--- config.mk ---
export PLATFORM = sky130hd
export DESIGN_NAME = menu_controller
export DESIGN_NICKNAME = d
export VERILOG_FILES = /design/src/rtl/menu_controller.sv
export SDC_FILE = /design/constraint.sdc
export NUM_CORES = 1
export LEC_CHECK = 0
export BUFFER_PORTS_ARGS = -buffer_cell sky130_fd_sc_hd__buf_4
export CAP_MARGIN = 10
export CORE_UTILIZATION = 35
export DETAILED_ROUTE_END_ITERATION = 8
export PLACE_DENSITY = 0.56
export SLEW_MARGIN = 20
export SYNTH_ARGS = -nofsm -noshare
export SYNTH_HDL_FRONTEND = slang
export SYNTH_SLANG_ARGS = --single-unit
export TNS_END_PERCENT = 50
--- constraint.sdc ---
create_clock -name clk -period 2.6 [get_ports clk]
set_input_delay 0.13 -clock clk [delete_from_list [all_inputs] [get_ports clk]]
set_output_delay 0.13 -clock clk [all_outputs]
set_load 0.02 [all_outputs]
--- src/rtl/menu_controller.sv ---
// rtl/menu_controller.sv - menu cursor, image commit and filter job sequencer
// Debounced up/down/ok buttons drive a 4-entry cursor; the FILTER entry launches a start/done job.
module menu_controller #(
  parameter int DEBOUNCE_CYCLES = 500000,
  parameter int CNT_W           = 19
) (
  input  logic       clk,
  input  logic       reset,
  input  logic       btn_up,
  input  logic       btn_down,
  input  logic       btn_ok,
  input  logic       frame_start,
  input  logic       filter_done,
  output logic [1:0] selectImage,
  output logic [1:0] image_sel,
  output logic       filter_start,
  output logic       busy
);
  typedef enum logic [1:0] {IDLE, START, WAIT} state_t;
  localparam logic [CNT_W-1:0] CNT_LAST = CNT_W'(DEBOUNCE_CYCLES - 1);

  // Button lanes: bit 0 = up, bit 1 = down, bit 2 = ok.
  logic [2:0]       raw;
  logic [2:0]       sync1_q, sync1_d, sync2_q, sync2_d;
  logic [2:0]       deb_q, deb_d, deb_prev_q, deb_prev_d, press_q, press_d;
  logic [CNT_W-1:0] cnt_q [3];
  logic [CNT_W-1:0] cnt_d [3];

  state_t     state_q, state_d;
  logic [1:0] cursor_q, cursor_d, select_image_q, select_image_d, image_sel_q, image_sel_d;
  logic       filter_start_q, filter_start_d, busy_q, busy_d;
  logic       mv_up, mv_dn, ok_take;

  assign raw = {btn_ok, btn_down, btn_up};

  always_comb begin
    sync1_d    = raw;
    sync2_d    = sync1_q;
    deb_d      = deb_q;
    deb_prev_d = deb_q;
    press_d    = deb_q & ~deb_prev_q;
    for (int i = 0; i < 3; i++) begin
      cnt_d[i] = '0;
      if (sync2_q[i] != deb_q[i]) begin
        if (cnt_q[i] == CNT_LAST) deb_d[i] = ~deb_q[i];
        else                      cnt_d[i] = cnt_q[i] + CNT_W'(1);
      end
    end
  end

  // Opposing direction pulses cancel each other; ok only counts when no direction pulse.
  assign mv_up   = press_q[0] & ~press_q[1];
  assign mv_dn   = press_q[1] & ~press_q[0];
  assign ok_take = press_q[2] & ~press_q[0] & ~press_q[1];

  always_comb begin
    state_d = state_q;
    case (state_q)
      IDLE:    if (ok_take && cursor_q == 2'd3) state_d = START;
      START:   state_d = WAIT;
      WAIT:    if (filter_done) state_d = IDLE;
      default: state_d = IDLE;
    endcase
  end

  always_comb begin
    cursor_d       = cursor_q;
    image_sel_d    = image_sel_q;
    select_image_d = frame_start ? cursor_q : select_image_q;
    filter_start_d = (state_d == START);
    busy_d         = (state_d != IDLE);
    if (state_q == IDLE) begin
      if (mv_up)                                cursor_d    = cursor_q - 2'd1;
      else if (mv_dn)                           cursor_d    = cursor_q + 2'd1;
      else if (ok_take && cursor_q != 2'd3)     image_sel_d = cursor_q;
    end
  end

  always_ff @(posedge clk) begin
    if (reset) begin
      sync1_q        <= '0;
      sync2_q        <= '0;
      deb_q          <= '0;
      deb_prev_q     <= '0;
      press_q        <= '0;
      for (int i = 0; i < 3; i++) cnt_q[i] <= '0;
      state_q        <= IDLE;
      cursor_q       <= '0;
      select_image_q <= '0;
      image_sel_q    <= '0;
      filter_start_q <= 1'b0;
      busy_q         <= 1'b0;
    end else begin
      sync1_q        <= sync1_d;
      sync2_q        <= sync2_d;
      deb_q          <= deb_d;
      deb_prev_q     <= deb_prev_d;
      press_q        <= press_d;
      for (int i = 0; i < 3; i++) cnt_q[i] <= cnt_d[i];
      state_q        <= state_d;
      cursor_q       <= cursor_d;
      select_image_q <= select_image_d;
      image_sel_q    <= image_sel_d;
      filter_start_q <= filter_start_d;
      busy_q         <= busy_d;
    end
  end

  assign selectImage  = select_image_q;
  assign image_sel    = image_sel_q;
  assign filter_start = filter_start_q;
  assign busy         = busy_q;
endmodule

==> impl_results.md, run 1 <==
- FP Rows: 35
- Sequential area share after synthesis: 48.16%
- 1st-pass router iterations: 4
- Hold Startpoint: frame_start
- FF+latch count, synth: 82
- CTS max path bufs: 2
- Worst slack, placed: 590.1 ps
- P&R area growth vs syn: 13.77%
- Gr usage total: 13.85%
- Register area: 0.001642 mm²
- Crit share post-route: 76.96%
- Initial antenna violation count: 0
- Area of the multi-input gates: 0.001673 mm²
- # fillers: 934
- Crit path buf inv count: 1
- Setup CP Type: reg2reg
- Hold WC Path Type: in2reg
- Final setup TNS: 0 ps
- Asr flop ratio synth: 0%
- CP Max Fanout: 12
- First-pass GRT wire length: 11,220 µm
- Vias: 2,585
- Syn_area_per_cell: 8.922 µm²
- Most frequent cells in the layout: dfxtp_1, nor2_1, xnor2_1, nand2_1, nand3_1
- # setup viols final: 0
- WP data required: 2840 ps
- Total I/O pin count: 13
- # placed instances: 517
- Die Footprint: 0.01014 mm²
- Max Freq: 499.8 MHz
- Worst skew pair latency: 350 ps
- Final Critical Period: 2001 ps
- Leakage power: 1.210 nW
- Hold path depth: 3
- Final hold violations: 0
- Layout Skew: 11.09 ps
- Post-synthesis cell type count: 35
- DR DRC count: 0
- CP Cell Sequence: ha_1, and4_1, nand4_1, o311ai_4, buf_4, nor2_1
- Die Ht: 100.7 µm
- Synthesized area: 0.003408 mm²
- Slew headroom: 63.67%
- DR WL/cell: 11.52 µm
- Clk slew on worst S/H paths: 80 ps
- Ys flop type: dfxtp_1
- Root Buffer Master: clkbuf_8
- Width of the die: 100.7 µm
- Area contributors post-synth: dfxtp_1, xnor2_1, nor2_1, xor2_1, nand2_1
- Total wire length: 6175 µm
- Via density: 4.823
- Starting Density: 36.54%
- CP max-delay cell: o311ai_4
- R2R Path End: cnt_q[0][30]
- Clk sink count: 82
- RSZ-0062 raised after global routing: no
- Synth Net Count: 393
- H-tree lvl count: 3
- Worst reg-to-reg setup slack: 600 ps
- GR Overflow Total: 0
- Num CTS Buffers: 9
- RePlAce Congestion: 0.8144
- Nets: 413
- Worst setup margin: 599.1 ps
- Core area: 0.009328 mm²
- Worst Hold Endpoint: selectImage[0]
- Cell count after synthesis: 382
- Most common cell after layout, fill and taps aside: dfxtp_1
- Power consumption: 2.233 mW
- Maximum number of pins on one net before global-route repair: 19
- CTS tree: yes
- Crit end category: flop
- Cell Pwr Density: 576.0 mW/mm²
- Pins Over Slew Limit: 0
- Yosys top cell area share: 48.16%
- Worst-margin pin slew: 539.9 ps
- Startpoint types: flop
- Post-CTS Setup Inserts: 0
- Status: complete, no violations
- Post-synth EDFFs: 0
- Share of cells above drive strength 1: 10.32%
- CP delay by family, top: simple AND/OR/NAND/NOR gates
- Remaining antenna violation count: 0
- Reg2Reg Depth: 6
- Ys Warns: 0
- CP peak stage delay: 490 ps
- Reg2reg start: cnt_q[0][19]
- 1st-iter DRT viols: 117
- Max Cap Viol: 0
- I/O Buffers: 12
- # diodes: 0
- VDD IR max: 0.3382 mV
- Finished Layout Cells: 536
- CP arrival: 2240 ps
- DP Wirelength: 4320 µm
- Vias in the first global route: 2,437
- Fin util: 41.57%
- Synth area leader: dfxtp_1
==> power breakdown <==
group	switching [mW]	total (mW)	internal, mW	leakage, nW
clock	0.463	0.934	0.472	0.103
sequential	0.00316	1.26	1.26	0.662
combinational	0.0189	0.0358	0.0169	0.446
total	0.485	2.23	1.75	1.21
==> state kept, by name, summed over array words and instances (netlist names) <==
name / cells
selectImage: 2
image_sel: 2
deb_prev_d: 3
state_q: 2
cnt_q: 57
sync2_q: 3
filter_start: 1
sync1_q: 3
busy: 1
press_q: 3
cursor_q: 2
deb_prev_q: 3
==> how the worst max path moves through the flow <==
| stage | start | endpoint | slack, ps | depth (start not counted) |
|---|---|---|---|---|
| finish | cnt_q[0][19] | cnt_q[0][30] | 600 | 6 |
| global route | cnt_q[0][19] | cnt_q[0][30] | 460 | 6 |
| CTS | cnt_q[0][19] | cnt_q[0][30] | 590 | 6 |
| detailed placement | cnt_q[0][19] | cnt_q[0][30] | 590 | 6 |
| global placement | cnt_q[0][19] | cnt_q[0][22] | 650 | 6 |
| floorplan | cnt_q[0][19] | cnt_q[0][27] | 740 | 6 |
==> timing repair <==
action / in CTS / in global routing
gates resized for setup: 0 / 0
hold buffers: 3 / 0
endpoints found under the hold margin: 3 / 0
==> through the flow <==
step / hold slack, ps / area [µm²]
final: 41.39 / 3877
after detailed placement: 348.6 / 3645
after global routing: 42.87 / 3877
after CTS: 30.87 / 3877
after global placement: 339.2 / 3645
after floorplan: 258.2 / 3408
==> worst min-delay path, cell delays in order <==
cell	delay (ps)
buf_4	90
mux2i_1	60
nor2_1	70
==> logic make-up (layout without fill, tap and decap cells) <==
group                      after synthesis  in the layout  synth area share [%]
AOI/OAI and AO/OA                       25             25                 5.066
xor gates and xnor gates                47             47                 12.08
adders and majority gates                4              4                 1.468
buffers and inverters                   24             49                 2.753
DFF                                     82             82                 48.16
muxes                                    7              7                 2.056
and+or+nand+nor                        193            193                 28.41
==> synth_stat cells, types with 9 or more instances <==
cell type   n
nor4_1     16
xor2_1     16
inv_1      14
nand2_1    28
nor3_1     16
nand3_1    17
a21oi_1     9
nand4_1    16
nor2b_1     9
nor2_1     65
xnor2_1    31
dfxtp_1    82
==> layer usage <==
metal | wire length (µm) | share of wire [%] | vias to the layer above | global-route usage [%]
met2 | 2730 | 44 | 28 | 21.50
met1 | 3177 | 51 | 1194 | 18.44
li1 | - | - | 1352 | -
met4 | 138 | 2.2 | 0 | 7.358
met3 | 129 | 2.1 | 11 | 2.288
met5 | 0 | 0 | - | 0
==> cell type report <==
class | instances | share of cell area [%]
Multi-Input combinational cell | 276 | 43.14
Inverter | 15 | 1.452
Clock buffer | 10 | 3.550
Tap cell | 129 | 4.163
Clock inverter | 6 | 1.678
Timing Repair Buffer | 18 | 3.679
Sequential cell | 82 | 42.34
Note: power is estimated with default switching activity, not from simulation.
==> run 2: changes to the inputs <==
- PLACE_DENSITY: 0.56 -> 0.58
- clock period: 2.6 -> 1.74 ns (I/O delays scaled with it)
==> run 2 against run 1 <==
Effect of this change:
- setup slack got worse by 580 ps
- sequential cell count unchanged
- largest cell class unchanged
- count of clock-buffer cells in the layout decreased by 1
- critical path type unchanged
- worst hold slack got worse by 16 ps
- largest power group unchanged
==> impl_results.md, run 2 (synthesis gave the netlist of run 1 again) <==
- Layout Skew: 9.031 ps
- Worst slack, placed: 43.20 ps
- Max FFs per register: 57
- Switching portion of total power: 23.38%
- DR DRC count: 0
- GR Overflow Total: 0
- Most flop-heavy register: cnt_q
- Reg2reg start: cnt_q[0][20]
- Internal power: 2.629 mW
- Fin util: 45.92%
- Clock share of power: 42.8%
- Root Buffer Master: clkbuf_8
- Die Ht: 100.7 µm
- WP data required: 1990 ps
- CP Max Fanout: 5
- Power consumption: 3.431 mW
- I/O Buffers: 12
- Gr usage total: 14.16%
- 1st-pass router iterations: 4
- # setup viols final: 0
- Worst skew pair latency: 350 ps
- Hold WC Path Type: in2reg
- CP max-delay cell: dfxtp_2
- RSZ-0062 raised after global routing: yes
- CP arrival: 1970 ps
- Area of the multi-input gates: 0.001719 mm²
- Worst setup margin: 20.32 ps
- Met2 GRT Util: 24.18%
- Startpoint types: flop
- Width of the die: 100.7 µm
- Clk slew on worst S/H paths: 100 ps
- Worst-margin pin slew: 348.8 ps
- Final setup TNS: 0 ps
- Final Critical Period: 1720 ps
- Cell Pwr Density: 801.0 mW/mm²
- Pins Over Slew Limit: 0
- P&R area growth vs syn: 25.66%
- Num CTS Buffers: 9
- Starting Density: 36.54%
- Initial antenna violation count: 0
- CTS tree: yes
- Global routing's busiest layer: met2
- RePlAce Congestion: 0.7988
- Comb pwr share: 2.2%
- Core area: 0.009328 mm²
- Slew headroom: 76.53%
- VDD IR max: 0.4990 mV
- First-pass GRT wire length: 11,630 µm
- Maximum number of pins on one net before global-route repair: 20
- Reg2Reg Depth: 7
- DR WL/cell: 11.36 µm
- Final hold violations: 0
- M1 GR Usage: 17.27%
- CP peak stage delay: 370 ps
- Worst reg-to-reg setup slack: 20 ps
- # diodes: 0
- Share of power burned in registers: 55.0%
- Total I/O pin count: 13
- CP Cell Sequence: ha_4, and4_4, nand4_1, o311ai_4, buf_6, clkbuf_16, nor2_2
- Vias: 2,709
- Most frequent cells in the layout: dfxtp_1, nor2_1, buf_4, xnor2_1, nand2_1
- Status: complete, no violations
- # fillers: 903
- CTS max path bufs: 2
- Max Cap Viol: 0
- Max Freq: 581.5 MHz
- Worst setup endpoint: cnt_q[0][28]
- M3 GR Usage: 2.497%
- Leakage power: 1.435 nW
- Register area: 0.001649 mm²
- Most common cell after layout, fill and taps aside: dfxtp_1
- Crit share post-route: 98.83%
- 1st-iter DRT viols: 83
- Crit. Startpoint: cnt_q[0][20]
- Fin Hold WS: 25.51 ps
- Remaining antenna violation count: 0
- Vias in the first global route: 2,681
- Nets: 451
- Share of cells above drive strength 1: 21.80%
- H-tree lvl count: 3
- Via density: 4.720
- Total wire length: 6522 µm
- R2R Path End: cnt_q[0][28]
- FP Rows: 35
- Setup CP Type: reg2reg
- Clk sink count: 82
- DP Wirelength: 4486 µm
- Crit end category: flop
- Net Switching: 0.8021 mW
- Die Footprint: 0.01014 mm²
run 2: changes by cell type in the layout (fill, tap and decap cells not counted), sizes merged:
cell	before	now
buf	15	50
inv	15	20
clkinv	4	1
clkbuf	10	11
clkinvlp	1	0
dlygate4sd3	3	4
run 2: metrics by stage:
stage	instance area, µm²	instances
5_1_grt	4283	574
6_report	4283	574
4_1_cts	4145	568
2_1_floorplan	3418	382
3_5_place_dp	3894	548
3_3_place_gp	3894	548
run 2: what timing repair did:
item                                   in CTS  in global routing
hold buffers                                4                  0
buffers inserted                            0                  3
endpoints found under the hold margin       5                  0
gates resized for setup                     0                 20
setup endpoints to repair                   0                 25
run 2: cell type report:
class / count / share of cell area [%]
tap: 129 / 3.769
multi-input combinational: 276 / 40.14
sequential: 82 / 38.50
clock inverter: 7 / 2.045
clock buffer: 9 / 2.892
timing repair buffer: 56 / 11.34
inverter: 15 / 1.315
run 2: layer usage:
| metal | vias to the layer above | share of wire, % |
|---|---|---|
| li1 | 1429 | - |
| met1 | 1249 | 51 |
| met2 | 24 | 46 |
| met3 | 7 | 2.2 |
| met4 | 0 | 1.2 |
| met5 | - | 0 |
run 2: power groups by stage:
stage | combinational (mW) | clock [mW] | sequential (mW)
6_report | 0.0744 | 1.47 | 1.89
2_1_floorplan | 0.0302 | 0 | 1.93
3_3_place_gp | 0.0564 | 0 | 1.93
5_1_grt | 0.0812 | 1.60 | 1.89
4_1_cts | 0.0643 | 1.51 | 1.89
3_5_place_dp | 0.0571 | 0 | 1.93
run 2: worst max-delay path: cells and delay by family, from the launching register on:
kind / cells / cell delay (ps)
buffers and inverters: 2 / 310
flip-flops: 1 / 370
AND/OR/NAND/NOR: 3 / 480
AO/OA/AOI/OAI: 1 / 310
adder cells (fa/ha/maj): 1 / 130
run 2: worst min path at each step:
stage                start          end  cells after the start
finish               reset  cursor_q[0]                      2
CTS                  reset  cursor_q[0]                      2
global route         reset   sync2_q[1]                      2
detailed placement  btn_ok   sync1_q[2]                      2
floorplan           btn_up   sync1_q[0]                      1
global placement    btn_ok   sync1_q[2]                      2
